[src/rtl/match_controller.sv]
// match_controller
//   Sequences a Pong match around the game-logic datapath: match FSM, scores,
//   serve timing and the slowed game tick.
// Ports
//   clk          system clock
//   rst          asynchronous, active-high reset
//   start        start/pause button (level, rising edge detected here)
//   miss_left    1-clk pulse, ball passed the left pad (point to right player)
//   miss_right   1-clk pulse, ball passed the right pad (point to left player)
//   tick         1-clk game-step enable, only while in PLAY
//   serve        1-clk pulse on the first PLAY clk after SERVE
//   serve_dir    launch direction: 0 toward left, 1 toward right
//   score_left   left player score
//   score_right  right player score
//   state        IDLE=0 SERVE=1 PLAY=2 PAUSE=3 OVER=4
//   winner       0 none, 1 left, 2 right
module match_controller #(
  parameter int TICK_DIV    = 18,
  parameter int SERVE_DELAY = 120,
  parameter int WIN_SCORE   = 9
) (
  input  logic       clk,
  input  logic       rst,
  input  logic       start,
  input  logic       miss_left,
  input  logic       miss_right,
  output logic       tick,
  output logic       serve,
  output logic       serve_dir,
  output logic [3:0] score_left,
  output logic [3:0] score_right,
  output logic [2:0] state,
  output logic [1:0] winner
);

  // The delay counter only ever reaches SERVE_DELAY-1.
  localparam int            DW         = (SERVE_DELAY > 1) ? $clog2(SERVE_DELAY) : 1;
  localparam logic [DW-1:0] DELAY_LAST = DW'(SERVE_DELAY - 1);
  localparam logic [3:0]    WIN        = 4'(WIN_SCORE);
  localparam logic [3:0]    WIN_M1     = 4'(WIN_SCORE - 1);

  typedef enum logic [2:0] {
    IDLE  = 3'd0,
    SERVE = 3'd1,
    PLAY  = 3'd2,
    PAUSE = 3'd3,
    OVER  = 3'd4
  } state_t;

  state_t              state_reg, state_next;
  logic [TICK_DIV-1:0] presc_reg;
  logic [DW-1:0]       delay_reg, delay_next;
  logic [3:0]          score_left_reg, score_left_next;
  logic [3:0]          score_right_reg, score_right_next;
  logic [1:0]          winner_reg, winner_next;
  logic                serve_dir_reg, serve_dir_next;
  logic                serve_reg, serve_next;
  logic                tick_reg;
  logic                start_q;
  logic                start_edge;
  logic                tick_raw;

  assign start_edge = start & ~start_q;
  assign tick_raw   = &presc_reg;

  always_ff @(posedge clk or posedge rst) begin
    if (rst) begin
      state_reg       <= IDLE;
      presc_reg       <= '0;
      delay_reg       <= '0;
      score_left_reg  <= 4'd0;
      score_right_reg <= 4'd0;
      winner_reg      <= 2'd0;
      serve_dir_reg   <= 1'b1;
      serve_reg       <= 1'b0;
      tick_reg        <= 1'b0;
      // A button held through reset must not count as a press.
      start_q         <= 1'b1;
    end else begin
      state_reg       <= state_next;
      presc_reg       <= presc_reg + 1'b1;
      delay_reg       <= delay_next;
      score_left_reg  <= score_left_next;
      score_right_reg <= score_right_next;
      winner_reg      <= winner_next;
      serve_dir_reg   <= serve_dir_next;
      serve_reg       <= serve_next;
      // Gated by the current (registered) state, so tick lags tick_raw by 1 clk.
      tick_reg        <= tick_raw && (state_reg == PLAY);
      start_q         <= start;
    end
  end

  always_comb begin
    state_next       = state_reg;
    delay_next       = delay_reg;
    score_left_next  = score_left_reg;
    score_right_next = score_right_reg;
    winner_next      = winner_reg;
    serve_dir_next   = serve_dir_reg;
    serve_next       = 1'b0;

    case (state_reg)
      IDLE: begin
        score_left_next  = 4'd0;
        score_right_next = 4'd0;
        winner_next      = 2'd0;
        if (start_edge) begin
          state_next     = SERVE;
          serve_dir_next = 1'b1;
          delay_next     = '0;
        end
      end

      SERVE: begin
        if (tick_raw) begin
          if (delay_reg == DELAY_LAST) begin
            state_next = PLAY;
            serve_next = 1'b1;
          end else begin
            delay_next = delay_reg + 1'b1;
          end
        end
      end

      PLAY: begin
        // miss_left outranks miss_right, and any miss outranks start.
        if (miss_left) begin
          serve_dir_next = 1'b0;
          if (score_right_reg >= WIN_M1) begin
            score_right_next = WIN;
            winner_next      = 2'd2;
            state_next       = OVER;
          end else begin
            score_right_next = score_right_reg + 4'd1;
            state_next       = SERVE;
            delay_next       = '0;
          end
        end else if (miss_right) begin
          serve_dir_next = 1'b1;
          if (score_left_reg >= WIN_M1) begin
            score_left_next = WIN;
            winner_next     = 2'd1;
            state_next      = OVER;
          end else begin
            score_left_next = score_left_reg + 4'd1;
            state_next      = SERVE;
            delay_next      = '0;
          end
        end else if (start_edge) begin
          state_next = PAUSE;
        end
      end

      PAUSE: begin
        if (start_edge) begin
          state_next = PLAY;
        end
      end

      OVER: begin
        if (start_edge) begin
          state_next       = IDLE;
          score_left_next  = 4'd0;
          score_right_next = 4'd0;
          winner_next      = 2'd0;
        end
      end

      default: state_next = IDLE;
    endcase
  end

  assign tick        = tick_reg;
  assign serve       = serve_reg;
  assign serve_dir   = serve_dir_reg;
  assign score_left  = score_left_reg;
  assign score_right = score_right_reg;
  assign state       = state_reg;
  assign winner      = winner_reg;

endmodule
[config.mk]
export PLATFORM = sky130hd
export DESIGN_NAME = match_controller
export DESIGN_NICKNAME = d
export VERILOG_FILES = /design/src/rtl/match_controller.sv
export SDC_FILE = /design/constraint.sdc
export NUM_CORES = 1
export LEC_CHECK = 0
export CORE_MARGIN = 3
export CORE_UTILIZATION = 50
export DETAILED_ROUTE_END_ITERATION = 8
export HOLD_SLACK_MARGIN = 0.1
export PLACE_DENSITY = 0.68
export SYNTH_ARGS = -nofsm -noshare
export SYNTH_HDL_FRONTEND = slang
export SYNTH_SLANG_ARGS = --single-unit
[constraint.sdc]
create_clock -name clk -period 3.7 [get_ports clk]
set_clock_uncertainty 0.05 [all_clocks]
set_input_delay 0.74 -clock clk [delete_from_list [all_inputs] [get_ports clk]]
set_output_delay 0.74 -clock clk [all_outputs]
set_load 0.01 [all_outputs]
## Word level (Yosys, flattened, before mapping)

Cells that the tools add are included.

| operators by class | value |
|---|---|
| magnitude comparators | 2 |
| equality and inequality tests | 20 |
| reduce and logical (&&, ||, !) cells | 12 |
| bitwise logic cells | 2 |
| muxes and demuxes | 40 |
| $add $sub $neg | 4 |

Operators with widths:

| cell | number |
|---|---|
| two-way mux 7 bit | 7 |
| two-way mux 3 bit | 10 |
| two-way mux 4 bit | 6 |
| one-hot mux 4 bit (3 select lines) | 2 |
| one-hot mux 7 bit (3 select lines) | 1 |
| adder 18 x 1 -> 18 bit, second input constant | 1 |
| != test 2 bit, second input constant | 9 |
| AND reduction 18 bit | 1 |
| one-hot mux 3 bit (5 select lines) | 1 |
| two-way mux 2 bit | 5 |
| != test 3 bit, second input constant | 3 |
| adder 4 x 1 -> 4 bit, second input constant | 2 |
| >= comparator 4 bit, second input constant | 2 |
| adder 7 x 1 -> 7 bit, second input constant | 1 |
| equality test 7 bit, second input constant | 1 |
| AND reduction 7 bit | 1 |
| equality test 3 x 2 -> 1 bit, second input constant | 2 |
| two-way mux 1 bit | 6 |
| != test 3 x 2 -> 1 bit, second input constant | 2 |
| one-hot mux 2 bit (3 select lines) | 1 |
| AND reduction 3 bit | 2 |
| AND reduction 6 bit | 1 |
| nonzero test 3 bit | 2 |
| AND reduction 5 bit | 1 |
| other kinds (10) | 10 |

| storage, ports and cells | value |
|---|---|
| bits of input ports | 5 |
| logic and storage cells | 90 |
| register bits | 42 |
| output and inout bits | 16 |

## Longest topological paths before layout

Gate-level depths: netlist (run 1).

| depth | value |
|---|---|
| depth after elaboration | 6 |
| depth in mapped cells | 7 |
| gate-level depth less buffers | 6 |

## Worst setup path before layout (run 1)

Ideal clock, no wire load.

| timing path | value |
|---|---|
| path kind | input-to-reg |
| from | input start |
| to | register score_right_reg[2], in the netlist score_right[2] |
| setup slack | 1.599 ns |
| library setup time | 0.064 ns |
| data arrival time | 1.987 ns |
| buffers on the path | 0 |
| stages | 5 |
| cells stage by stage | or3b_4 -> a21o_1 -> or4_1 -> a21oi_1 -> a21o_1 |

| between the ends | value |
|---|---|
| cells in the longest elaborated chain, start to end | 3 |

RTL lines:

| item | line | source |
|---|---|---|
| start, declared | 24 | `input logic start,` |
| AND 1 bit | 63 | `assign start_edge = start & ~start_q;` |
| != test 2 bit (no line) | n/a |  |
| AND reduction 3 bit (no line) | n/a |  |
| end signal, assigned | 84 | `score_right_reg <= score_right_next;` |
| end, declared | 54 | `logic [3:0] score_right_reg, score_right_next;` |

Every way passes these cells.
A chain may end at the register's enable or synchronous reset.

## Final worst setup path (run 1)

| timing path | value |
|---|---|
| from | input miss_left |
| to | register delay_reg[1] |

| between the ends | value |
|---|---|
| cells in the longest elaborated chain, start to end | 2 |
| elaborated cells on any way between the ends | 6 |

RTL lines:

| item | line | source |
|---|---|---|
| start, declared | 25 | `input logic miss_left,` |
| != test 3 bit (no line) or two-way mux 7 bit (tied branches) | n/a |  |
| AND reduction 7 bit (no line) or one-hot mux 7 bit (3 select lines) (tied branches) | n/a |  |
| end signal, assigned | 82 | `delay_reg <= delay_next;` |
| end, declared | 52 | `logic [DW-1:0] delay_reg, delay_next;` |

Parallel ways exist; a longest one is shown, timed or not.

==> flow_summary_export.csv, run 1 <==
group,metric,value,unit
cts,path_clk_slew,80,ps
final_layout,fill_cells,321,
route,drc,0,
synth,synth.avg_cell_area,9.70,sq um
final_layout,largest_reg_flops,18,
route,viasPerCell,5.94,
power,vdd_drop_max,0.330,mV
power,power,0.850,mW
synth,synth-async-reset-ratio,100,%
timing,rsz0062_at_grt,"false",
timing,finalHoldViolations,0,
route,wl,4.58,mm
die,dieArea,5020,sq um
hold_path,hp-start,"presc_reg[6]",
synth,synth-main-ff-cell,"dfrtp_1",
setup_path,crit_type,"in -> reg",
cts,post_cts_buffers,0,
setup_path,reg2reg_slack,1640,ps
cts,cts_buffers,5,
final_layout,area_growth,16.4,%
setup_path,worst_path_max_delay_cell,"clkdlybuf4s50_1",
setup_path,crit_fanout,11,
timing,slew_headroom,50.4,%
final_layout,n_antenna_cell,0,
setup_path,critPathRequiredTime,3820,ps
final_layout,final_nets,249,
route,wire_per_inst,16.0,um
synth,synth_warnings,0,
route,drt_iter0_drc,247,
cts,postCtsResizedCells,0,
cts,htree_levels,2,
timing,fmax,391,MHz
cts,cts_sinks,42,
place,io_buffers,20,
timing,min_period,2560,ps
hold_path,hold_depth,1,
setup_path,r2r_end,"winner[0]",
global_routing,antenna_found_initial,0,
final_layout,fin_util,63.6,%
final_layout,regArea,1050,sq um
setup_path,max_stage_delay,700,ps
final_layout,layout_common_cells,"dfrtp_1 (40), clkdlybuf4s50_1 (20), nor2_1 (19), nand2_1 (16), o21ai_0 (15)",
timing,worst_slack,1140,ps
synth,synth_seq_area_share,50.1,%
setup_path,cp.arrival,2680,ps
power,leakage,1.08,nW
cts,hold_buffers,0,
final_layout,drive_above_1_share,6.69,%
route,dr.pass1.iters,4,
cts,clockBufferDepth,2,
job,cap_violations,0,
route,antenna_left,0,
timing,finalMaxSlewViolations,0,
synth,syn-cell-area,2100,sq um
cts,cts_tree,"done",
timing,worst_pin_slew,738,ps
cts,clock_latency,300,ps
place,pre_cts_ws,882,ps
die,initial_core_util,54.6,%
setup_path,startpoint_type,"input port",
setup_path,reg2reg_from,"state[0]",
die,fp.dieW,70.9,um
place,dpl.hpwl,3.18,mm
timing,setup_viol_count_final,0,
global_routing,grt_pass1_vias,1713,
status,outcome,"completed",
timing,period_share,69.2,%
timing,setup_tns,0,ps
power,pwr_density_cell,347,nW/um^2
die,io-pin-count,21,
die,die_h,70.9,um
place,gp_congestion,0.889,
setup_path,worstPathCellList,"clkdlybuf4s50_1, nor2b_1, a221o_1, a32oi_1, or3_1, o21ai_0",
die,core,3850,sq um
synth,synth_fp_nets,228,
final_layout,multi_input_area,960,sq um
route,vias,1705,
final_layout,final_common_cell,"dfrtp_1",
global_routing,grt_max_degree,43,
synth,postSynthCellCount,217,
synth,ys_types,41,
global_routing,grt_pass1_wl,8.07,mm
global_routing,grt_usage,20.0,%
setup_path,rr_worst_depth,5,
die,rows,22,
hold_path,hp-class,"reg -> reg",
setup_path,endpoint_kind,"flip-flop",
synth,synth-seq-cells,42,
cts,root_buffer,"clkbuf_8",
hold_path,whs_endpoint,"presc_reg[6]",
global_routing,grt_overflow,0,
synth,synth_edf_count,0,
[how the worst max path moves through the flow]
| stage | from | endpoint | slack [ps] |
|---|---|---|---|
| global route | miss_left | delay_reg[0] | 1010 |
| detailed placement | miss_left | delay_reg[1] | 880 |
| finish | miss_left | delay_reg[1] | 1140 |
| global placement | miss_left | delay_reg[3] | 980 |
| CTS | miss_left | delay_reg[3] | 1180 |
| floorplan | start | score_right[2] | 1600 |
[layout make-up]
type | count | share of cell area (%)
sequential | 42 | 43.0
clock buffer | 5 | 2.81
inverter | 14 | 2.15
multi-input combinational | 153 | 39.2
clock inverter | 3 | 1.63
tap | 48 | 2.45
timing repair buffer | 22 | 8.78
[where the power goes]
group	total, mW	leakage (nW)	switching, mW	internal (mW)
sequential	0.463	0.535	0.00205	0.461
clock	0.355	0.0579	0.157	0.199
combinational	0.0314	0.487	0.0188	0.0126
[logic make-up (layout without fill, tap and decap cells)]
logic type,count (synthesis),count (layout),synth area share (%)
simple gates,77,77,18.4
mux,2,2,0.951
fa+ha+maj,6,6,3.57
xor+xnor,16,16,6.66
flops,42,42,50.1
buf+inv,22,44,4.34
compound gates,52,52,16.0
[worst max-delay path, delay by kind of cell]
family	cells	cell delay, ps
buffers and inverters	1	700
and+or+nand+nor	2	400
AOI/OAI and AO/OA	3	840
[cells in the mapped netlist (all sizes together) (2+ instances only)]
cell type / n / share of area [%]
nand4: 3 / 0.89
nor2: 19 / 3.4
o31ai: 4 / 1.4
a21o: 2 / 0.71
or3b: 2 / 0.95
dfrtp: 40 / 48
a21oi: 12 / 2.9
ha: 6 / 3.6
a31oi: 5 / 1.5
clkbuf: 5 / 0.89
nor2b: 3 / 0.89
and3: 5 / 1.5
xor2: 5 / 2.1
dfstp: 2 / 2.5
nor3: 7 / 1.7
and4: 2 / 0.83
a41oi: 6 / 2.5
mux2i: 2 / 0.95
nand2: 16 / 2.9
inv: 14 / 2.5
xnor2: 11 / 4.6
o21ai: 15 / 3.6
buf: 3 / 0.95
nand3: 14 / 3.3
[metal layers]
metal	up-vias	track usage (%)	wire length (um)
met4	0	5.85	60
met5	-	0	0
met1	832	25.0	2090
met3	8	5.26	213
li1	814	-	-
met2	51	34.0	2220
[per-stage QoR]
stage / std cells / cell area (sq um) / hold slack (ps)
after detailed placement: 279 / 2340 / 421
after floorplan: 217 / 2100 / 388
after CTS: 287 / 2450 / 435
final: 287 / 2450 / 431
after global placement: 279 / 2340 / 404
after global routing: 287 / 2450 / 443
No activity file was read; power rests on OpenSTA's default activity.
==> run 2: changes to the inputs <==
Settings changed: PLACE_DENSITY 0.68 to 0.71.
Clock period 3.7 ns to 2.3 ns, I/O delays scaled along.
==> run 2 against run 1 <==
Clock-buffer cell count unchanged; via count increased by 1.0%; critical path depth up 1; sequential power up 61%; die area unchanged; worst hold slack got worse by 8.8 ps; clock power is 35% higher; design area increased by 3.3%; largest power group unchanged.
==> flow_summary_export.csv, run 2 (synthesis gave the netlist of run 1 again) <==
group,metric,value,unit
die,initial_core_util,54.6,%
power,leakage,1.13,nW
cts,clockBufferDepth,2,
timing,rsz0062_at_grt,"false",
route,antenna_left,0,
power,power,1.28,mW
cts,postCtsResizedCells,0,
setup_path,critPathRequiredTime,2440,ps
status,outcome,"completed",
place,dpl.hpwl,3.28,mm
final_layout,final_area,2530,sq um
cts,root_buffer,"clkbuf_8",
route,wl,4.47,mm
die,rows,22,
route,viasPerCell,5.74,
global_routing,antenna_found_initial,0,
die,fp.dieW,70.9,um
place,place_area,2440,sq um
final_layout,fill_cells,307,
die,die_h,70.9,um
final_layout,drive_above_1_share,11.5,%
timing,finalHoldViolations,0,
timing,finalMaxSlewViolations,0,
setup_path,worst_path_max_delay_cell,"clkdlybuf4s50_1",
final_layout,layout_common_cells,"dfrtp_1 (40), clkdlybuf4s50_1 (20), nor2_1 (19), nand2_1 (16)",
setup_path,crit_type,"in -> reg",
setup_path,endpoint_kind,"flip-flop",
cts,cts_tree,"done",
setup_path,worstPathCellList,"clkdlybuf4s50_1, nor2b_1, a221o_1, a32oi_1, buf_4, or3_1, o31ai_1",
place,pre_cts_ws,-81.9,ps
route,wire_per_inst,14.9,um
hold_path,hp-class,"reg -> reg",
setup_path,crit_fanout,7,
timing,setup_viol_count_final,0,
timing,min_period,2100,ps
cts,path_clk_slew,80,ps
timing,period_share,91.1,%
job,cap_violations,0,
global_routing,grt_pass1_vias,1791,
final_layout,multi_input_area,960,sq um
place,gp_congestion,0.831,
cts,clock_latency,290,ps
final_layout,largest_reg_flops,18,
cts,hold_buffers,0,
timing,setup_tns,0,ps
place,io_buffers,20,
die,dieArea,5020,sq um
global_routing,grt_overflow,0,
route,vias,1722,
final_layout,final_nets,262,
global_routing,grt_usage,19.2,%
setup_path,max_stage_delay,480,ps
setup_path,startpoint_type,"input port",
cts,post_cts_buffers,0,
cts,cts_buffers,5,
route,drt_iter0_drc,117,
setup_path,path_buf_inv,2,
final_layout,n_antenna_cell,0,
final_layout,area_growth,20.3,%
timing,worst_pin_slew,516,ps
timing,slew_headroom,65.6,%
cts,htree_levels,2,
power,vdd_drop_max,0.418,mV
final_layout,final_common_cell,"dfrtp_1",
final_layout,regArea,1050,sq um
setup_path,crit_family,"buffers and inverters",
route,dr.pass1.iters,4,
timing,fmax,477,MHz
setup_path,cp.arrival,2240,ps
die,core,3850,sq um
timing,worst_slack,204,ps
route,drc,0,
power,pwr_density_cell,507,nW/um^2
global_routing,grt_max_degree,43,
global_routing,grt_pass1_wl,7.85,mm
die,io-pin-count,21,
cts,cts_sinks,42,
run 2: power breakdown:
| part | leakage [nW] | internal [mW] | switching (mW) |
|---|---|---|---|
| logic | 0.550 | 0.0255 | 0.0307 |
| registers | 0.535 | 0.742 | 0.00352 |
| clock network | 0.0408 | 0.217 | 0.264 |
| total | 1.13 | 0.984 | 0.298 |
run 2: path summary, 6_finish.rpt:
check | startpoint | endpoint | slack [ps] | cells after the start
max in group asynchronous | rst | serve_dir | 1280 | 3
worst min register to register | presc_reg[13] | presc_reg[13] | 420 | 1
worst max-delay path | miss_left | delay_reg[3] | 200 | 7
worst min-delay path | presc_reg[13] | presc_reg[13] | 420 | 1
min in group asynchronous | rst | presc_reg[1] | 550 | 3
worst max register to register | presc_reg[0] | delay_reg[3] | 290 | 6
run 2: final cells by class:
cell class	count	share of cell area, %
clock buffers	5	2.72
repair buffers	35	12.4
flip-flops and latches	42	41.6
multi-input cells	153	37.9
inverters	14	2.08
well taps	48	2.37
clock inverters	3	0.939
run 2: routing by layer:
| layer | track usage, % | vias up | wire length, um |
|---|---|---|---|
| met5 | 0 | - | 0 |
| met4 | 5.43 | 0 | 42 |
| met3 | 4.69 | 4 | 185 |
| met2 | 32.6 | 40 | 2200 |
| met1 | 24.4 | 835 | 2040 |
| li1 | - | 843 | - |
run 2: worst register-to-register path: cells and delay by family, from the launching register on:
kind | cells | cell delay, ps
AND/OR/NAND/NOR | 4 | 1010
adder cells (fa/ha/maj) | 1 | 200
AO/OA/AOI/OAI | 1 | 260
flip-flops | 1 | 400
run 2: per-stage QoR:
step	hold WS [ps]	util [%]	cells
after floorplan	388	-	217
after global placement	404	63.3	292
after detailed placement	411	63.3	292
after CTS	426	65.7	300
after global routing	449	65.7	300
final	422	65.7	300
